## config.mk

```make
export PLATFORM = sky130hd
export DESIGN_NAME = float_point_divider
export DESIGN_NICKNAME = d
export VERILOG_FILES = /design/src/rtl/float_point_divider.sv
export SDC_FILE = /design/constraint.sdc
export NUM_CORES = 1
export LEC_CHECK = 0
export BUFFER_PORTS_ARGS = -buffer_cell sky130_fd_sc_hd__buf_2
export CAP_MARGIN = 20
export CORE_ASPECT_RATIO = 0.8
export CORE_MARGIN = 2
export CORE_UTILIZATION = 28
export CTS_CLUSTER_SIZE = 20
export DETAILED_ROUTE_END_ITERATION = 7
export GPL_TIMING_DRIVEN = 0
export HOLD_SLACK_MARGIN = 0.15
export PLACE_DENSITY = 0.55
export RECOVER_POWER = 100
export SLEW_MARGIN = 20
export SYNTH_ARGS = -nofsm -noshare
export SYNTH_HDL_FRONTEND = slang
export SYNTH_SLANG_ARGS = --single-unit
```

## constraint.sdc

```tcl
create_clock -name clk -period 10.75 [get_ports clk]
set_clock_uncertainty 0.2 [all_clocks]
set_input_delay 2.6875 -clock clk [delete_from_list [all_inputs] [get_ports clk]]
set_output_delay 2.6875 -clock clk [all_outputs]
set_load 0.005 [all_outputs]
```

## src/rtl/float_point_divider.sv

```systemverilog
// IEEE-754 single-precision sequential divider (oZ = iA / iB), 28-cycle latency.
// Define FPDIV_EXC_FLAGS_EN to add oFlags = {invalid, divbyzero, overflow, underflow}.
`timescale 1ns/1ps
module float_point_divider (
    input  logic        clk,
    input  logic        resetn,
    input  logic [31:0] iA,
    input  logic [31:0] iB,
    input  logic        iValid,
    output logic        oDone,
    output logic [31:0] oZ
`ifdef FPDIV_EXC_FLAGS_EN
    ,
    output logic [3:0]  oFlags
`endif
);

    typedef enum logic [1:0] {IDLE, DIV, NORM, DONE} state_t;

    state_t state, stateNext;

    logic               sign;
    logic signed [9:0]  expR;
    logic [23:0]        divisor;
    logic [25:0]        rem;
    logic [25:0]        quo;
    logic [4:0]         cnt;
    logic               special;
    logic [31:0]        spcZ;
    logic [31:0]        res;

    logic        sA, sB, aZero, bZero, aInf, bInf, aNan, bNan, aLess, spcU;
    logic [7:0]  eA, eB;
    logic [23:0] mA, mB;
    logic signed [9:0] expU;
    logic [25:0] remInit;
    logic [31:0] zU;

    assign sA    = iA[31];
    assign sB    = iB[31];
    assign eA    = iA[30:23];
    assign eB    = iB[30:23];
    assign aZero = (eA == 8'd0);
    assign bZero = (eB == 8'd0);
    assign aInf  = (eA == 8'hFF) && (iA[22:0] == 23'd0);
    assign bInf  = (eB == 8'hFF) && (iB[22:0] == 23'd0);
    assign aNan  = (eA == 8'hFF) && (iA[22:0] != 23'd0);
    assign bNan  = (eB == 8'hFF) && (iB[22:0] != 23'd0);
    assign mA    = {1'b1, iA[22:0]};
    assign mB    = {1'b1, iB[22:0]};
    assign aLess = (mA < mB);
    assign expU  = {2'b00, eA} - {2'b00, eB} + 10'd127 - {9'd0, aLess};
    // Pre-normalise so the quotient always lands in [1,2)
    assign remInit = aLess ? {1'b0, mA, 1'b0} : {2'b00, mA};

`ifdef FPDIV_EXC_FLAGS_EN
    logic [3:0] fU, spcF, normF, resF;
`endif

    always_comb begin
        spcU = 1'b1;
        zU   = 32'h7FC00000;
`ifdef FPDIV_EXC_FLAGS_EN
        fU   = 4'b1000;
`endif
        if (aNan || bNan || (aZero && bZero) || (aInf && bInf)) begin
            zU = 32'h7FC00000;
        end else if (aInf) begin
            zU = {sA ^ sB, 8'hFF, 23'd0};
`ifdef FPDIV_EXC_FLAGS_EN
            fU = 4'b0000;
`endif
        end else if (bZero) begin
            zU = {sA ^ sB, 8'hFF, 23'd0};
`ifdef FPDIV_EXC_FLAGS_EN
            fU = 4'b0100;
`endif
        end else if (aZero || bInf) begin
            zU = {sA ^ sB, 31'd0};
`ifdef FPDIV_EXC_FLAGS_EN
            fU = 4'b0000;
`endif
        end else begin
            spcU = 1'b0;
`ifdef FPDIV_EXC_FLAGS_EN
            fU   = 4'b0000;
`endif
        end
    end

    logic [23:0]       mant;
    logic              roundUp;
    logic [24:0]       mantR;
    logic signed [9:0] expN;
    logic [22:0]       fracN;
    logic [31:0]       normZ;

    assign mant    = quo[25:2];
    assign roundUp = quo[1] & (quo[0] | (rem != 26'd0) | mant[0]);
    assign mantR   = {1'b0, mant} + {24'd0, roundUp};
    assign expN    = expR + (mantR[24] ? 10'sd1 : 10'sd0);
    assign fracN   = mantR[24] ? mantR[23:1] : mantR[22:0];

    always_comb begin
        normZ = {sign, expN[7:0], fracN};
`ifdef FPDIV_EXC_FLAGS_EN
        normF = 4'b0000;
`endif
        if (special) begin
            normZ = spcZ;
`ifdef FPDIV_EXC_FLAGS_EN
            normF = spcF;
`endif
        end else if (expN >= 10'sd255) begin
            normZ = {sign, 8'hFF, 23'd0};
`ifdef FPDIV_EXC_FLAGS_EN
            normF = 4'b0010;
`endif
        end else if (expN <= 10'sd0) begin
            normZ = {sign, 31'd0};
`ifdef FPDIV_EXC_FLAGS_EN
            normF = 4'b0001;
`endif
        end
    end

    always_ff @(posedge clk or posedge resetn) begin
        if (resetn) state <= IDLE;
        else        state <= stateNext;
    end

    always_comb begin
        stateNext = state;
        unique case (state)
            IDLE: if (iValid) stateNext = DIV;
            DIV:  if (cnt == 5'd25) stateNext = NORM;
            NORM: stateNext = DONE;
            DONE: stateNext = IDLE;
            default: stateNext = IDLE;
        endcase
    end

    always_ff @(posedge clk or posedge resetn) begin
        if (resetn) begin
            sign    <= 1'b0;
            expR    <= '0;
            divisor <= '0;
            rem     <= '0;
            quo     <= '0;
            cnt     <= '0;
            special <= 1'b0;
            spcZ    <= '0;
            res     <= '0;
            oZ      <= '0;
            oDone   <= 1'b0;
`ifdef FPDIV_EXC_FLAGS_EN
            spcF    <= '0;
            resF    <= '0;
            oFlags  <= '0;
`endif
        end else begin
            oDone <= 1'b0;
            unique case (state)
                IDLE: if (iValid) begin
                    sign    <= sA ^ sB;
                    expR    <= expU;
                    divisor <= mB;
                    rem     <= remInit;
                    quo     <= '0;
                    cnt     <= '0;
                    special <= spcU;
                    spcZ    <= zU;
`ifdef FPDIV_EXC_FLAGS_EN
                    spcF    <= fU;
`endif
                end
                DIV: begin
                    // Restoring step: one quotient bit per cycle, MSB first
                    if (rem >= {2'b00, divisor}) begin
                        rem <= (rem - {2'b00, divisor}) << 1;
                        quo <= {quo[24:0], 1'b1};
                    end else begin
                        rem <= rem << 1;
                        quo <= {quo[24:0], 1'b0};
                    end
                    cnt <= cnt + 5'd1;
                end
                NORM: begin
                    res  <= normZ;
`ifdef FPDIV_EXC_FLAGS_EN
                    resF <= normF;
`endif
                end
                DONE: begin
                    oZ    <= res;
                    oDone <= 1'b1;
`ifdef FPDIV_EXC_FLAGS_EN
                    oFlags <= resF;
`endif
                end
                default: ;
            endcase
        end
    end

endmodule

```

==> flow_summary_export.csv, run 1 <==
group,metric,value,unit
global_route,grt_overflow,0,
worst_setup_path,crit_chain,"clkbuf_1 > ha_1 > nand3_1 > or4_1 > o21ai_0 > o221ai_1 > a21oi_1 > clkbuf_1 > ha_1 > ha_1 > inv_1 > fa_1 > nor2b_1 > o21ai_0 > nand2b_1 > a21o_1 > a21o_1 > a2111oi_0 > a21o_1",
clock_network,cts-hold-fix-buffers,0,
yosys,synth-main-ff-cell,"dfrtp_1",
routing,first_iter_violations,599,
routing,drc_errors,0,
yosys,yosys.cell_count.top_type,"dfrtp_1",
power,power.leakage,5.31,nW
global_route,grt_pass1_wl,46400,um
worst_setup_path,slowest_delay,0.77,ns
worst_setup_path,cp_max_fo,10,
final_layout,layout.cells.non_filler,1702,
yosys,yosysTopAreaCellShare,40.2,%
yosys,yosys.cell_types.count,68,
place,place_congestion,0.898,
global_route,grt_usage,15.5,%
yosys,syn-instance-count,1089,
worst_setup_path,worstSetupPathType,"input pin to flop",
routing,drt-vias-per-instance,4.96,
clock_network,cts_tree,"built",
global_route,antenna_found_initial,2,
worst_setup_path,end_kind,"flop",
sta,relSlewSlack,-166,%
power,finalPower,3.74,mW
routing,dr.pass1.iters,5,
clock_network,post_cts_resize_count,0,
clock_network,cts_setup_buffers,0,
sta,finalSetupViolations,0,
clock_network,cts_buffer_depth,2,
worst_setup_path,path_delay_family,"compound AO/OA/AOI/OAI gates",
yosys,synth.top_cells.by_area,"dfrtp_1, ha_1, mux2_2, inv_1, nor2_1",
worst_setup_path,critPathSlowestCell,"a21oi_1",
run_status,outcome,"finished with violations",
sta,drv_slew,90,
global_route,grt_max_degree,91,
sta,tns,0,ns
yosys,avgSynthCellArea,9.33,sq um
floorplanning,initial_utilization,28.3,%
final_layout,nFillCells,3757,
worst_setup_path,crit_required,10.89,ns
floorplanning,fp-row-count,62,
global_route,grt_pass1_vias,8207,
floorplanning,coreArea,35800,sq um
run,drv_cap,1,
clock_network,cts-root-buf,"clkbuf_16",
worst_setup_path,arrival,7.56,ns
yosys,ys_async_sr_fraction,100,%
sta,layout_min_cycle_time,7.43,ns
yosys,ys_warn_count,0,
worst_setup_path,r2r_setup_slack,5.50,ns
routing,avgRoutedWirePerCell,16.9,um
clock_network,cts_buffers,17,
place,portBuffers,99,
yosys,synth-edff-count,0,
floorplanning,die_h,174,um
sta,hold_viol,0,
routing,drt-total-wl,28700,um
yosys,syn-num-nets,1230,
yosys,ys_seq_elements,163,
power,vdd_ir_drop_max,0.107,mV
min_path,hold_path_class,"flop to flop",
power,power_density,317,nW/um^2
clock_network,cts.sinks,163,
yosys,synth.largest_area_cell,"dfrtp_1",
floorplanning,die-area,37800,sq um
run_status,violations,"capacitance limit, slew limit",
yosys,yosysSeqAreaShare,40.2,%
yosys,synth.cell_area,10200,sq um
clock_network,clk_latency,0.44,ns
sta,tightest_slew,3.96,ns
floorplanning,ioPinCount,100,
worst_setup_path,start_kind,"input pin",
final_layout,drive_gt1_share,15.3,%
worst_setup_path,critPathBufInv,3,
sta,grt_setup_unrepaired,"false",
floorplanning,die_x,217,um
sta,max_freq,135,MHz
clock_network,clkTransAtPathRegs,0.07,ns
routing,dr_total_vias,8436,
clock_network,htreeDepth,4,
place,dp_cells,1669,
final_layout,nets,1349,
place,hpwl,22000,um
routing,antenna_left,0,
yosys,synthTopCellsByCount,"dfrtp_1, inv_1, nor2_1, nand2_1, ha_1",
final_layout,syn_to_final_growth,16.4,%
sta,post-route-period-util,69.1,%
## cell families (layout without fill, tap and decap cells)
group | count (synthesis) | after routing | synth area share [%]
flops | 163 | 163 | 40.2
other cells | 0 | 1 | 0
compound gates | 284 | 284 | 18.6
fa+ha+maj | 74 | 74 | 9.34
mux | 67 | 67 | 7.29
simple gates | 296 | 296 | 13.9
buf+inv | 146 | 278 | 5.63
xor+xnor | 59 | 59 | 5.09
## flip-flops by register name (all words and copies together) (netlist names)
name / cells
cnt: 5
oDone: 1
expR: 10
rem: 26
oZ: 32
spcZ: 3
state: 2
quo: 26
sign: 1
divisor: 24
special: 1
res: 32
## area by class of cell
class / count / area, sq um / area share (%)
Antenna cell: 1 / 2.50 / 0.0212
Buffer: 50 / 201 / 1.70
Clock buffer: 17 / 425 / 3.60
Clock inverter: 15 / 165 / 1.40
Inverter: 96 / 362 / 3.06
Multi-Input combinational cell: 780 / 5490 / 46.4
Sequential cell: 163 / 4080 / 34.5
Tap cell: 480 / 601 / 5.08
Timing Repair Buffer: 100 / 495 / 4.19
## power by group
group | switching [mW] | leakage [nW] | internal (mW)
combinational | 1.19 | 2.96 | 0.833
clock | 0.305 | 0.278 | 0.311
sequential | 0.223 | 2.07 | 0.885
## metrics by stage
| stage | util, % | setup slack [ns] | hold slack [ns] | area, sq um |
|---|---|---|---|---|
| 2_1_floorplan | - | 3.46 | 0.218 | 10200 |
| 3_3_place_gp | 31.4 | 1.42 | 0.239 | 11300 |
| 3_5_place_dp | 31.5 | 3.77 | 0.241 | 11300 |
| 4_1_cts | 33.1 | 4.24 | 0.258 | 11900 |
| 5_1_grt | 33.0 | 3.08 | 0.282 | 11800 |
| 6_report | 33.0 | 3.32 | 0.256 | 11800 |
## final timing paths
path | start | to | cells past startpoint
max in group asynchronous | resetn | res[8] | 2
setup / recovery | iA[9] | expR[9] | 19
setup reg to reg | quo[2] | res[15] | 18
hold / removal | divisor[23] | divisor[23] | 2
min in group asynchronous | resetn | oZ[27] | 2
hold reg to reg | divisor[23] | divisor[23] | 2
## per-layer routing
metal / share of wire [%] / track usage (%) / vias up
li1: - / - / 4168
met1: 52 / 23.1 / 4065
met2: 43 / 23.3 / 182
met3: 4.6 / 2.99 / 21
met4: 0.89 / 3.11 / 0
met5: 0 / 0 / -
## layout by cell type (no fill, tap or decap), types with 6 or more instances in the layout
master / count
dfrtp_1: 163
inv_1: 94
nor2_1: 94
buf_2: 85
nand2_1: 72
ha_1: 71
a21oi_1: 67
clkbuf_1: 62
mux2_2: 55
o21ai_0: 55
o22ai_1: 40
xor2_1: 34
nand3_1: 27
a22o_1: 25
xnor2_1: 25
a21o_1: 23
nand4_1: 21
nor3_1: 19
nor4_1: 17
clkbuf_16: 17
a211oi_1: 14
mux2i_1: 11
nand2b_1: 10
and3_1: 10
o211ai_1: 7
a31oi_1: 6
## worst register-to-register path: stages (launching register included)
cell and delay (ns):
dfrtp_1 0.45, and2_0 0.24, ha_1 0.21, nand2_1 0.13
nor3_1 0.57, nand3_1 0.21, nor3_1 0.69, ha_1 0.31
and3_1 0.15, clkbuf_1 0.25, nand4_1 0.15, xor2_1 0.16
nand2b_1 0.07, clkbuf_1 0.27, a31oi_1 0.10, nand3_1 0.26
or2_0 0.18, clkbuf_1 0.39, o22ai_1 0.17
Power figures use the tool's default switching activity.
==> run 2, diff against run 1 <==
- clock period: 10.75 -> 7.3 ns (I/O delays scaled with it)
==> run 2 against run 1 <==
Effect of this change: final area about the same; cell count unchanged; the run still ends with capacitance limit, slew limit left; non-clock buffer count stayed put; via count down 0.28%.
==> flow_summary_export.csv, run 2 (synthesized netlist as in run 1, its figures left out) <==
group,metric,value,unit
worst_setup_path,slowest_delay,0.76,ns
run,drv_cap,1,
sta,max_freq,164,MHz
final_layout,final_area,11800,sq um
floorplanning,die-area,37800,sq um
place,portBuffers,99,
floorplanning,die_x,217,um
worst_setup_path,crit_chain,"clkbuf_1 > ha_1 > nand3_1 > or4_1 > o21ai_0 > o221ai_1 > a21oi_1 > buf_4 > ha_1 > ha_1 > inv_1 > fa_1 > nor2b_1 > o21ai_0 > nand2b_1 > a21o_1 > a21o_1 > a2111oi_0 > a21o_1",
power,p_switching,2.52,mW
clock_network,clk_latency,0.44,ns
worst_setup_path,arrival,6.22,ns
power,p_comb_share,53.9,%
clock_network,cts_buffer_depth,2,
final_layout,mostFrequentLayoutCell,"dfrtp_1",
routing,dr.pass1.iters,5,
floorplanning,ioPinCount,100,
routing,dr_total_vias,8412,
global_route,antenna_found_initial,2,
place,hpwl,22000,um
final_layout,nets,1349,
power,clockPowerShare,16.4,%
worst_setup_path,critPathSlowestCell,"a21oi_1",
routing,drt-vias-per-instance,4.94,
global_route,grt_pass1_vias,8207,
routing,antenna_left,0,
power,swShare,45.8,%
sta,grt_setup_unrepaired,"false",
power,pwr-share-seq,29.7,%
routing,first_iter_violations,598,
sta,tightest_slew,3.96,ns
final_layout,drive_gt1_share,15.3,%
worst_setup_path,start_kind,"input pin",
power,internal_power,2.99,mW
clock_network,cts-root-buf,"clkbuf_16",
final_layout,syn_to_final_growth,16.4,%
final_layout,fin_util,33.0,%
power,power_density,466,nW/um^2
global_route,grt_pass1_wl,46400,um
sta,post-route-period-util,83.4,%
clock_network,clkTransAtPathRegs,0.07,ns
sta,relSlewSlack,-166,%
power,vdd_ir_drop_max,0.155,mV
floorplanning,fp-row-count,62,
clock_network,cts-hold-fix-buffers,0,
clock_network,cts_buffers,17,
clock_network,post_cts_resize_count,0,
clock_network,htreeDepth,4,
routing,drt-total-wl,28700,um
floorplanning,die_h,174,um
global_route,grt_max_degree,91,
routing,avgRoutedWirePerCell,16.8,um
worst_setup_path,cp_max_fo,10,
clock_network,cts_setup_buffers,0,
worst_setup_path,worstSetupPathType,"input pin to flop",
min_path,hold_path_class,"flop to flop",
global_route,grt_overflow,0,
worst_setup_path,end_kind,"flop",
place,place_congestion,0.898,
sta,layout_min_cycle_time,6.09,ns
routing,drc_errors,0,
final_layout,top_regs,"oZ (32), res (32)",
sta,finalSetupViolations,0,
global_route,grt_usage,15.5,%
clock_network,cts_tree,"built",
run_status,outcome,"finished with violations",
place,placed_area,11300,sq um
sta,drv_slew,90,
final_layout,final_cell_mix,"dfrtp_1, inv_1, nor2_1",
sta,hold_viol,0,
run_status,violations,"capacitance limit, slew limit",
power,power.leakage,5.31,nW
worst_setup_path,crit_required,7.44,ns
floorplanning,coreArea,35800,sq um
floorplanning,initial_utilization,28.3,%
clock_network,cts.sinks,163,
run 2: cell count changes in the layout (fill, tap and decap cells not counted):
cell,before,now
buf_4,1,2
buf_2,85,84
run 2: power groups by stage:
stage / combinational (mW) / sequential (mW) / clock (mW)
floorplan: 2.21 / 1.55 / 0
global placement: 2.95 / 1.63 / 0
detailed placement: 2.96 / 1.64 / 0
CTS: 2.99 / 1.63 / 0.923
global route: 3.34 / 1.69 / 0.958
finish: 2.97 / 1.63 / 0.905
run 2: per-layer routing:
| layer | GRT usage [%] | wire (um) |
|---|---|---|
| met1 | 23.1 | 14900 |
| met5 | 0 | 0 |
| met3 | 2.99 | 1340 |
| met2 | 23.3 | 12200 |
| met4 | 3.11 | 279 |
run 2: worst paths after layout:
kind | from | endpoint | slack, ns | cells past startpoint
min in group asynchronous | resetn | oZ[27] | 2.34 | 2
max in group asynchronous | resetn | res[8] | 2.80 | 2
worst max-delay path | iA[9] | expR[9] | 1.21 | 19
worst min-delay path | divisor[23] | divisor[23] | 0.26 | 2
worst min register to register | divisor[23] | divisor[23] | 0.26 | 2
worst max register to register | quo[2] | res[15] | 2.05 | 18
run 2: final cells by class:
type | instances | area (sq um)
Clock buffer | 17 | 425
Sequential cell | 163 | 4080
Tap cell | 480 | 601
Clock inverter | 15 | 165
Buffer | 50 | 204
Timing Repair Buffer | 100 | 495
Antenna cell | 1 | 2.50
Multi-Input combinational cell | 780 | 5490
Fill cell | 3756 | 24000
Inverter | 96 | 362
run 2: worst max-delay path: cells and delay by family:
kind	cells	cell delay (ns)
compound gates	8	1.83
fa+ha+maj	4	1.10
simple gates	4	0.87
buf+inv	3	0.58
run 2: metrics by stage:
| stage | hold WS [ns] | worst slack, ns | power (mW) | std cells | TNS (ns) |
|---|---|---|---|---|---|
| final | 0.256 | 1.21 | 5.51 | 1702 | 0 |
| after global routing | 0.282 | 0.957 | 5.98 | 1701 | 0 |
| after CTS | 0.258 | 1.66 | 5.53 | 1701 | 0 |
| after detailed placement | 0.241 | 1.19 | 4.60 | 1669 | 0 |
| after global placement | 0.239 | -1.17 | 4.58 | 1668 | -187.25 |
| after floorplan | 0.218 | 0.870 | 3.76 | 1089 | 0 |
